<file path="src/rtl/ahb_bus_arbiter_if.sv">
// Arbiter-side AHB signal bundle: muxed owner transfer controls and bridge response in, grant/owner out.
// The master modport is the arbiter's view; slave is the view of the logic it steers.
interface ahb_bus_arbiter_if #(
   parameter int NUM_MASTERS = 4,
   parameter int MW          = 2
);
   logic [NUM_MASTERS-1:0] Hbusreq;
   logic [NUM_MASTERS-1:0] Hlock;
   logic [1:0]             Htrans;
   logic [2:0]             Hburst;
   logic                   Hreadyout;
   logic [1:0]             Hresp;
   logic [NUM_MASTERS-1:0] Hgrant;
   logic [MW-1:0]          Hmaster;
   logic                   Hmastlock;
   logic [4:0]             Hbeats_left;

   modport master (
      input  Hbusreq, Hlock, Htrans, Hburst, Hreadyout, Hresp,
      output Hgrant, Hmaster, Hmastlock, Hbeats_left
   );

   modport slave (
      output Hbusreq, Hlock, Htrans, Hburst, Hreadyout, Hresp,
      input  Hgrant, Hmaster, Hmastlock, Hbeats_left
   );
endinterface

</file>
<file path="src/rtl/ahb_bus_arbiter.sv">
// Round-robin AHB arbiter handing the bridge slave port over only at burst/IDLE/ERROR boundaries.
// Grant changes on the handover edge itself; Hreadyout low freezes every register.
module ahb_bus_arbiter #(
   parameter int NUM_MASTERS = 4,
   parameter int MW          = 2
) (
   input logic             Hclk,
   input logic             Hreset,
   ahb_bus_arbiter_if.master bus
);
   localparam logic [1:0] ARB       = 2'd0;
   localparam logic [1:0] BURST     = 2'd1;
   localparam logic [1:0] INCR_OPEN = 2'd2;

   localparam logic [1:0] T_IDLE   = 2'b00;
   localparam logic [1:0] T_NONSEQ = 2'b10;
   localparam logic [1:0] T_SEQ    = 2'b11;
   localparam logic [2:0] B_SINGLE = 3'b000;
   localparam logic [2:0] B_INCR   = 3'b001;
   localparam logic [1:0] R_ERROR  = 2'b01;

   localparam logic [NUM_MASTERS-1:0] GRANT0 = {{(NUM_MASTERS-1){1'b0}}, 1'b1};

   logic [1:0]    state, state_nxt;
   logic [4:0]    beats_nxt, burst_len;
   logic          is_idle, is_nonseq, is_seq, is_err;
   logic          incr_exit, last_seq, handover, found;
   logic [MW-1:0] rr_next;
   logic [MW:0]   cand;

   assign is_idle   = (bus.Htrans == T_IDLE);
   assign is_nonseq = (bus.Htrans == T_NONSEQ);
   assign is_seq    = (bus.Htrans == T_SEQ);
   assign is_err    = (bus.Hresp == R_ERROR);

   always_comb begin
      case (bus.Hburst)
         3'b010, 3'b011: burst_len = 5'd4;
         3'b100, 3'b101: burst_len = 5'd8;
         3'b110, 3'b111: burst_len = 5'd16;
         default:        burst_len = 5'd1;
      endcase
   end

   // An open INCR burst ends when its owner starts a new transfer after dropping its request.
   assign incr_exit = (state == INCR_OPEN) && is_nonseq && !bus.Hbusreq[bus.Hmaster];
   assign last_seq  = (state == BURST) && is_seq && (bus.Hbeats_left == 5'd1);
   assign handover  = bus.Hreadyout &&
                      (is_err || is_idle || last_seq || incr_exit ||
                       ((state != BURST) && is_nonseq && (bus.Hburst == B_SINGLE)));

   always_comb begin
      state_nxt = state;
      beats_nxt = bus.Hbeats_left;
      if (is_err || is_idle) begin
         state_nxt = ARB;
         beats_nxt = 5'd0;
      end else if (state == BURST) begin
         if (is_seq) begin
            if (bus.Hbeats_left == 5'd1) begin
               state_nxt = ARB;
               beats_nxt = 5'd0;
            end else begin
               beats_nxt = bus.Hbeats_left - 5'd1;
            end
         end
      end else if (is_nonseq) begin
         beats_nxt = 5'd0;
         if (incr_exit) begin
            state_nxt = ARB;
         end else if (bus.Hburst == B_INCR) begin
            state_nxt = INCR_OPEN;
         end else if (burst_len > 5'd1) begin
            state_nxt = BURST;
            beats_nxt = burst_len - 5'd1;
         end else begin
            state_nxt = ARB;
         end
      end
   end

   // Search starts one past the owner, so the owner itself is the last candidate; no request parks.
   always_comb begin
      rr_next = bus.Hmaster;
      found   = 1'b0;
      cand    = '0;
      for (int i = 1; i <= NUM_MASTERS; i++) begin
         cand = {1'b0, bus.Hmaster} + (MW+1)'(i);
         if (cand >= (MW+1)'(NUM_MASTERS)) cand = cand - (MW+1)'(NUM_MASTERS);
         if (!found && bus.Hbusreq[cand[MW-1:0]]) begin
            rr_next = cand[MW-1:0];
            found   = 1'b1;
         end
      end
   end

   always_ff @(posedge Hclk) begin
      if (Hreset) begin
         state           <= ARB;
         bus.Hbeats_left <= 5'd0;
         bus.Hgrant      <= GRANT0;
         bus.Hmaster     <= '0;
         bus.Hmastlock   <= 1'b0;
      end else if (bus.Hreadyout) begin
         state           <= state_nxt;
         bus.Hbeats_left <= beats_nxt;
         bus.Hmastlock   <= bus.Hlock[bus.Hmaster];
         if (handover && !bus.Hlock[bus.Hmaster]) begin
            bus.Hmaster <= rr_next;
            bus.Hgrant  <= GRANT0 << rr_next;
         end
      end
   end
endmodule
</file>
<file path="src/flat_wrapper.sv">
// flat-port wrapper written by rule: the top's interface ports become plain ports
module ahb_bus_arbiter_flat 
#(
   parameter int NUM_MASTERS = 4,
   parameter int MW          = 2
)
  (Hclk, Hreset, bus_Hbusreq, bus_Hlock, bus_Htrans, bus_Hburst, bus_Hreadyout, bus_Hresp, bus_Hgrant, bus_Hmaster, bus_Hmastlock, bus_Hbeats_left);
  ahb_bus_arbiter_if #(.NUM_MASTERS(NUM_MASTERS), .MW(MW)) bus_i ();
  input logic Hclk;
  input logic Hreset;
  input wire logic [$bits(bus_i.Hbusreq)-1:0] bus_Hbusreq;
  input wire logic [$bits(bus_i.Hlock)-1:0] bus_Hlock;
  input wire logic [$bits(bus_i.Htrans)-1:0] bus_Htrans;
  input wire logic [$bits(bus_i.Hburst)-1:0] bus_Hburst;
  input wire logic [$bits(bus_i.Hreadyout)-1:0] bus_Hreadyout;
  input wire logic [$bits(bus_i.Hresp)-1:0] bus_Hresp;
  output wire logic [$bits(bus_i.Hgrant)-1:0] bus_Hgrant;
  output wire logic [$bits(bus_i.Hmaster)-1:0] bus_Hmaster;
  output wire logic [$bits(bus_i.Hmastlock)-1:0] bus_Hmastlock;
  output wire logic [$bits(bus_i.Hbeats_left)-1:0] bus_Hbeats_left;
  assign bus_i.Hbusreq = bus_Hbusreq;
  assign bus_i.Hlock = bus_Hlock;
  assign bus_i.Htrans = bus_Htrans;
  assign bus_i.Hburst = bus_Hburst;
  assign bus_i.Hreadyout = bus_Hreadyout;
  assign bus_i.Hresp = bus_Hresp;
  assign bus_Hgrant = bus_i.Hgrant;
  assign bus_Hmaster = bus_i.Hmaster;
  assign bus_Hmastlock = bus_i.Hmastlock;
  assign bus_Hbeats_left = bus_i.Hbeats_left;
  ahb_bus_arbiter #(.NUM_MASTERS(NUM_MASTERS), .MW(MW)) u_core (.Hclk(Hclk), .Hreset(Hreset), .bus(bus_i));
endmodule
</file>
<file path="config.mk">
export PLATFORM = sky130hd
export DESIGN_NAME = ahb_bus_arbiter_flat
export DESIGN_NICKNAME = d
export VERILOG_FILES = /design/src/rtl/ahb_bus_arbiter_if.sv /design/src/rtl/ahb_bus_arbiter.sv /design/src/flat_wrapper.sv
export SDC_FILE = /design/constraint.sdc
export NUM_CORES = 1
export LEC_CHECK = 0
export BUFFER_PORTS_ARGS = -buffer_cell sky130_fd_sc_hd__buf_2
export CAP_MARGIN = 20
export CORE_ASPECT_RATIO = 1.25
export CORE_MARGIN = 4
export CORE_UTILIZATION = 55
export CTS_BUF_LIST = sky130_fd_sc_hd__clkbuf_8
export DETAILED_ROUTE_END_ITERATION = 8
export PLACE_DENSITY = 0.86
export SYNTH_ARGS = -nofsm -noshare
export SYNTH_HDL_FRONTEND = slang
export SYNTH_SLANG_ARGS = --single-unit
</file>
<file path="constraint.sdc">
create_clock -name Hclk -period 5.84 [get_ports Hclk]
set_input_delay 1.46 -clock Hclk [delete_from_list [all_inputs] [get_ports Hclk]]
set_output_delay 1.46 -clock Hclk [all_outputs]
set_load 0.005 [all_outputs]
</file>
# After elaboration in Yosys (flattened, before gate mapping)
# Index checks and enable logic that the tools add are counted.
[word_totals] wordCells=111 inputBits=18 out_inout_bits=12 regBits=14
[classes] magnitude_cmp=10 mux=40 eq_ne=16 addsub=10 shift=1 reduce_logical=29
[ops] cell="$mux W5" n=8
[ops] cell="$mux W2" n=15
[ops] cell="$lt A2 B3 Y1 const B" n=5
[ops] cell="$pmux W5 S3" n=1
[ops] cell="$bmux W1 S2" n=6
[ops] cell="$eq A3 B3 Y1 const B" n=4
[ops] cell="$ge A3 B3 Y1 const B" n=4
[ops] cell="$logic_and A1 B1 Y1" n=11
[ops] cell="$mux W1" n=10
[ops] cell="$sub A5 B1 Y5 const B" n=2
[ops] cell="$sub A2 B1 Y2 const B" n=4
[ops] cell="$add A2 B2 Y3 const B" n=2
[ops] cell="$eq A2 B2 Y1 const B" n=3
[ops] cell="$eq A3 B2 Y1 const B" n=2
[ops] cell="$reduce_or A2 Y1" n=3
[ops] cell="$eq A5 B1 Y1 const B" n=1
[ops] cell="$gt A5 B1 Y1 const B" n=1
[ops] cell="$logic_not A1 Y1" n=5
[ops] cell="$eq A2 B1 Y1 const B" n=2
[ops] cell="$logic_or A1 B1 Y1" n=4
[ops] cell="$reduce_and A4 Y1" n=1
[ops] cell="$shl A1 B2 Y4 const A" n=1
[ops] cell="$add A2 B1 Y3 const B" n=1
[ops] cell="$add A2 B3 Y3 const B" n=1
[ops] cell="other kinds (9)" n=9

# Longest topological paths before layout
[logic_depth] word_depth=16 ltp_mapped=8 depth_no_buf=7

# Worst setup path before layout
# OpenSTA, ideal clock, no wires.
[synth_timing] path_kind="input port to flip-flop" from="input bus_Hbusreq[3]" to="register u_core.bus.Hgrant[1]" arrival_time_ps=2919 n_path_buf=1 setup_time_ps=96 required_ps=5744 path_stages=5 path_slack_ps=2826 cell_sequence="mux4_2 o221a_1 a311o_1 buf_6 o41ai_2"
[synth_via] elab_chain_len=13 elab_cells_between_ends=31 classes_between="shift: 1; mux: 17; reduce/logical: 13"
[synth_rtl] item="start, declared" line="flat_wrapper.sv:11" source="input wire logic [$bits(bus_i.Hbusreq)-1:0] bus_Hbusreq;"
[synth_rtl] item="$bmux W1 S2" line="ahb_bus_arbiter.sv:90" source="if (!found && bus.Hbusreq[cand[MW-1:0]]) begin"
[synth_rtl] item="$mux W1 (not written as such)" line="ahb_bus_arbiter.sv:90"
[synth_rtl] item="$mux W1" line="ahb_bus_arbiter.sv:90"
[synth_rtl] item="$logic_not A1 Y1" line="ahb_bus_arbiter.sv:90"
[synth_rtl] item="$logic_and A1 B1 Y1" line="ahb_bus_arbiter.sv:90"
[synth_rtl] item="$mux W1" line="ahb_bus_arbiter.sv:90"
[synth_rtl] item="$logic_not A1 Y1" line="ahb_bus_arbiter.sv:90"
[synth_rtl] item="$logic_and A1 B1 Y1" line="ahb_bus_arbiter.sv:90"
[synth_rtl] item="$mux W1" line="ahb_bus_arbiter.sv:90"
[synth_rtl] item="$logic_not A1 Y1" line="ahb_bus_arbiter.sv:90"
[synth_rtl] item="$logic_and A1 B1 Y1" line="ahb_bus_arbiter.sv:90"
[synth_rtl] item="$mux W2" line="ahb_bus_arbiter.sv:90"
[synth_rtl] item="$shl A1 B2 Y4" line="ahb_bus_arbiter.sv:110" source="bus.Hgrant <= GRANT0 << rr_next;"
[synth_rtl] item="end signal, assigned" line="ahb_bus_arbiter.sv:110"
[synth_rtl] item="end, declared" line="ahb_bus_arbiter_if.sv:20" source="output Hgrant, Hmaster, Hmastlock, Hbeats_left"
# Parallel ways exist; a longest one is shown, timed or not. The select of a mux whose other input is x is not followed.
# A chain may end at the register's enable or synchronous reset.

# Worst setup path in the final report
[layout_timing] from="input bus_Hbusreq[3]" to="register u_core.bus.Hgrant[3]"
# Same word-level chain as after synthesis.

==> impl_metrics.json <==
{
  "final.min_clock_period_ns": 3.055,
  "grt_setup_unrepaired": "no",
  "synth-simple-area-share": 0.2567,
  "syn_nets": 126,
  "cts_inserted_buffers": 3,
  "synth_area_leader_cell": "sky130_fd_sc_hd__dfxtp_1",
  "count_of_flip_flops_with_a_built_in_enable_after_synthesis": 0,
  "start_util": 0.5886,
  "synth-compound-area-share": 0.2513,
  "place_area_um2": 1069,
  "power.ir.vdd_worst_uv": 187.7,
  "worstMarginPinSlew_ns": 0.5623,
  "whs_path_depth": 2,
  "timing_worst_setup_path_type": "in2reg",
  "cts_tree": "done",
  "post-synth-top-area-fraction": 0.3011,
  "antenna_violating_nets_post_route": 0,
  "coreArea_um2": 1582,
  "post-place-cells": 149,
  "tritoncts_num_sinks": 14,
  "first_pass_grt_wire_length_um": 3691,
  "ys_async_sr_fraction": 0,
  "fin_nets": 156,
  "die_width_um": 44.80,
  "max_cap_violations": 0,
  "synthesis.area_um2": 930.9,
  "layout.filler_cells": 137,
  "ctsHoldBuffers": 0,
  "power.static_leakage_uw": 0.0005009,
  "yosys-top-cells-count": "sky130_fd_sc_hd__dfxtp_1 (14), sky130_fd_sc_hd__nor2_1 (12), sky130_fd_sc_hd__inv_1 (6), sky130_fd_sc_hd__a21oi_1 (5), sky130_fd_sc_hd__nand2_1 (5)",
  "io_buffer_count": 29,
  "synth.avg_cell_area_um2": 8.782,
  "timing.final.max_slew_violations": 0,
  "share_of_synthesized_area_spent_on_multiplexers": 0.08468,
  "pwr-share-comb": 0.219,
  "dominantRegCellSynth": "sky130_fd_sc_hd__dfxtp_1",
  "globalRouteOverflowTotal": 0,
  "detail_route.drc_violations": 0,
  "timing.final.hold_violations": 0,
  "postRouteWirelength_um": 2244,
  "worst-r2r-cell-count": 5,
  "arithmetic_cell_share_of_the_synthesized_area_counting_full_adders_half_adders_and_majority_gates": 0.02688,
  "ys_warn_count": 0,
  "p_per_area_nw_per_um2": 236.5,
  "crit-reg2reg-launch": "u_core.bus.Hmaster[0]",
  "fin_worst_skew_ns": 0.002357,
  "post_synth_main_area_contributors": "sky130_fd_sc_hd__dfxtp_1 (30%), sky130_fd_sc_hd__nor2_1 (4.8%), sky130_fd_sc_hd__mux2i_1 (3.2%), sky130_fd_sc_hd__mux4_1 (2.8%), sky130_fd_sc_hd__a31o_2 (2.8%)",
  "data_arrival_critical_path_ns": 3.25,
  "drt-wirelength-per-cell_um": 14.67,
  "place_congestion": 0.8758,
  "net-switching-power_uw": 73.95,
  "first_global_vias": 919,
  "antennaDiodeCount": 0,
  "max-clock-path-buffers": 2,
  "yosys_register_bits": 14,
  "drt_pass1_iterations": 4,
  "post_cts_setup_buffers": 0,
  "post_cts.resized_instances": 0,
  "die_height_um": 54.00,
  "hold_start": "u_core.bus.Hgrant[2]",
  "required_time_at_the_endpoint_of_the_critical_path_ns": 6.03,
  "grt_util_all_layers": 0.2047,
  "clkSlewWorstSetupHoldPaths_ns": 0.06,
  "min-delay-path-class": "reg2reg",
  "synthXorXnorAreaFrac": 0.01882,
  "p_sw_frac": 0.2783,
  "p_seq_frac": 0.422,
  "grt_start_max_net_pins": 14,
  "tns_ns": 0,
  "synth.yosys.seq_area_share": 0.3011,
  "place_hpwl_um": 1756,
  "p_clk_frac": 0.359,
  "dominant_combinational_cell_family_by_area_after_synthesis": "simple AND/OR/NAND/NOR gates",
  "setup_ws_ns": 2.785,
  "std_cell_rows": 16,
  "critical_path.startpoint_type": "input port",
  "regArea_um2": 280.3,
  "cts_root_buf": "sky130_fd_sc_hd__clkbuf_8",
  "insertion_delay_ns": 0.25,
  "timing.critical_path.to_type": "register",
  "run_status": "finished clean",
  "gate_count_after_technology_mapping": 106,
  "area_growth_pct": 20.70,
  "number_of_antenna_violations_at_the_first_check_in_global_routing": 0,
  "finalInstanceArea_um2": 1124,
  "pre_cts_slack_ns": 2.525,
  "max_clock_freq_ghz": 0.3274,
  "multi_input_comb_area_um2": 594.3,
  "num_vias": 962,
  "synth_most_common_cell": "sky130_fd_sc_hd__dfxtp_1",
  "internal_power_uw": 191.8,
  "layoutNonFillerInstCount": 153,
  "period_share": 0.5231,
  "setup_viol_count_final": 0,
  "origin_of_the_worst_setup_path": "bus_Hbusreq[3]",
  "layout_utilization": 0.7104,
  "iteration_0_drc_count_of_the_detailed_router": 21,
  "yosysUniqueCellTypes": 49,
  "ioPinCount": 30,
  "vias_per_cell": 6.288,
  "headroom_to_the_max_slew_limit": 0.6223,
  "critical_path_peak_fanout": 11,
  "layout-drive-gt1-share": 0.3037,
  "clock_tree.htree_level_count": 1,
  "die_area_um2": 2419
}
registers in the layout (all words and copies together), names as in the netlist:
signal,count
u_core.bus.Hmastlock,1
u_core.state,2
u_core.bus.Hgrant,4
u_core.bus.Hbeats_left,5
u_core.bus.Hmaster,2
through the flow:
step           hold slack [ns]  total power, µW
6_report                0.4761            265.7
2_1_floorplan           0.4659            150.6
4_1_cts                 0.4802            266.3
3_3_place_gp            0.4605            169.5
5_1_grt                 0.5123            278.3
3_5_place_dp            0.4627            171.6
cell usage in the layout, fill, tap and decap left out, types with 2 or more instances in the layout:
| cell type | Yosys | routed |
|---|---|---|
| sky130_fd_sc_hd__o21ai_0 | 2 | 2 |
| sky130_fd_sc_hd__clkbuf_8 | 0 | 4 |
| sky130_fd_sc_hd__buf_2 | 0 | 29 |
| sky130_fd_sc_hd__a22o_1 | 2 | 2 |
| sky130_fd_sc_hd__nor2_1 | 12 | 12 |
| sky130_fd_sc_hd__nor3_1 | 3 | 3 |
| sky130_fd_sc_hd__nand2_1 | 5 | 5 |
| sky130_fd_sc_hd__nand3_1 | 4 | 4 |
| sky130_fd_sc_hd__inv_1 | 6 | 6 |
| sky130_fd_sc_hd__a31o_2 | 3 | 3 |
| sky130_fd_sc_hd__nor4_1 | 3 | 3 |
| sky130_fd_sc_hd__nand3b_1 | 2 | 2 |
| sky130_fd_sc_hd__dfxtp_1 | 14 | 14 |
| sky130_fd_sc_hd__nand2b_1 | 2 | 2 |
| sky130_fd_sc_hd__or4_1 | 2 | 2 |
| sky130_fd_sc_hd__nor2b_1 | 2 | 2 |
| sky130_fd_sc_hd__mux2i_1 | 3 | 3 |
| sky130_fd_sc_hd__a21oi_1 | 5 | 5 |
| sky130_fd_sc_hd__ha_1 | 2 | 2 |
final timing paths:
check | endpoint | slack, ns
setup / recovery | u_core.bus.Hgrant[3] | 2.79
hold / removal | u_core.bus.Hgrant[2] | 0.48
setup reg to reg | u_core.bus.Hgrant[3] | 3.59
hold reg to reg | u_core.bus.Hgrant[2] | 0.48
critical path, cell delays in order:
cell and delay [ns]:
sky130_fd_sc_hd__buf_2 0.13, sky130_fd_sc_hd__mux4_2 0.49, sky130_fd_sc_hd__o221a_1 0.25, sky130_fd_sc_hd__a311o_1 0.46, sky130_fd_sc_hd__nor4_1 0.31, sky130_fd_sc_hd__a31o_2 0.14
power groups by stage:
stage          logic [µW]  clock network (µW)  registers, µW
2_1_floorplan        38.4                   0            112
3_3_place_gp         55.7                   0            114
3_5_place_dp         57.6                   0            114
4_1_cts              58.2                96.1            112
5_1_grt              64.8                 100            113
6_report             58.1                95.5            112
cell families after synthesis:
group | count (synthesis)
mux | 5
xor+xnor | 2
fa+ha+maj | 2
buf+inv | 11
flops | 14
compound gates | 29
simple gates | 43
final cells by class:
cell class,count,share of cell area
inverter,7,0.02339
tap,18,0.02004
sequential,14,0.2494
multi-input combinational,81,0.5290
clock buffer,4,0.04900
timing repair buffer,29,0.1292
per-layer routing:
metal	track usage	wire length, µm	vias to the layer above
met2	0.3517	1155	34
met5	0	0	-
li1	-	-	467
met4	0.1122	36	0
met1	0.2389	917	455
met3	0.03344	135	6
Power figures use the tool's default switching activity.
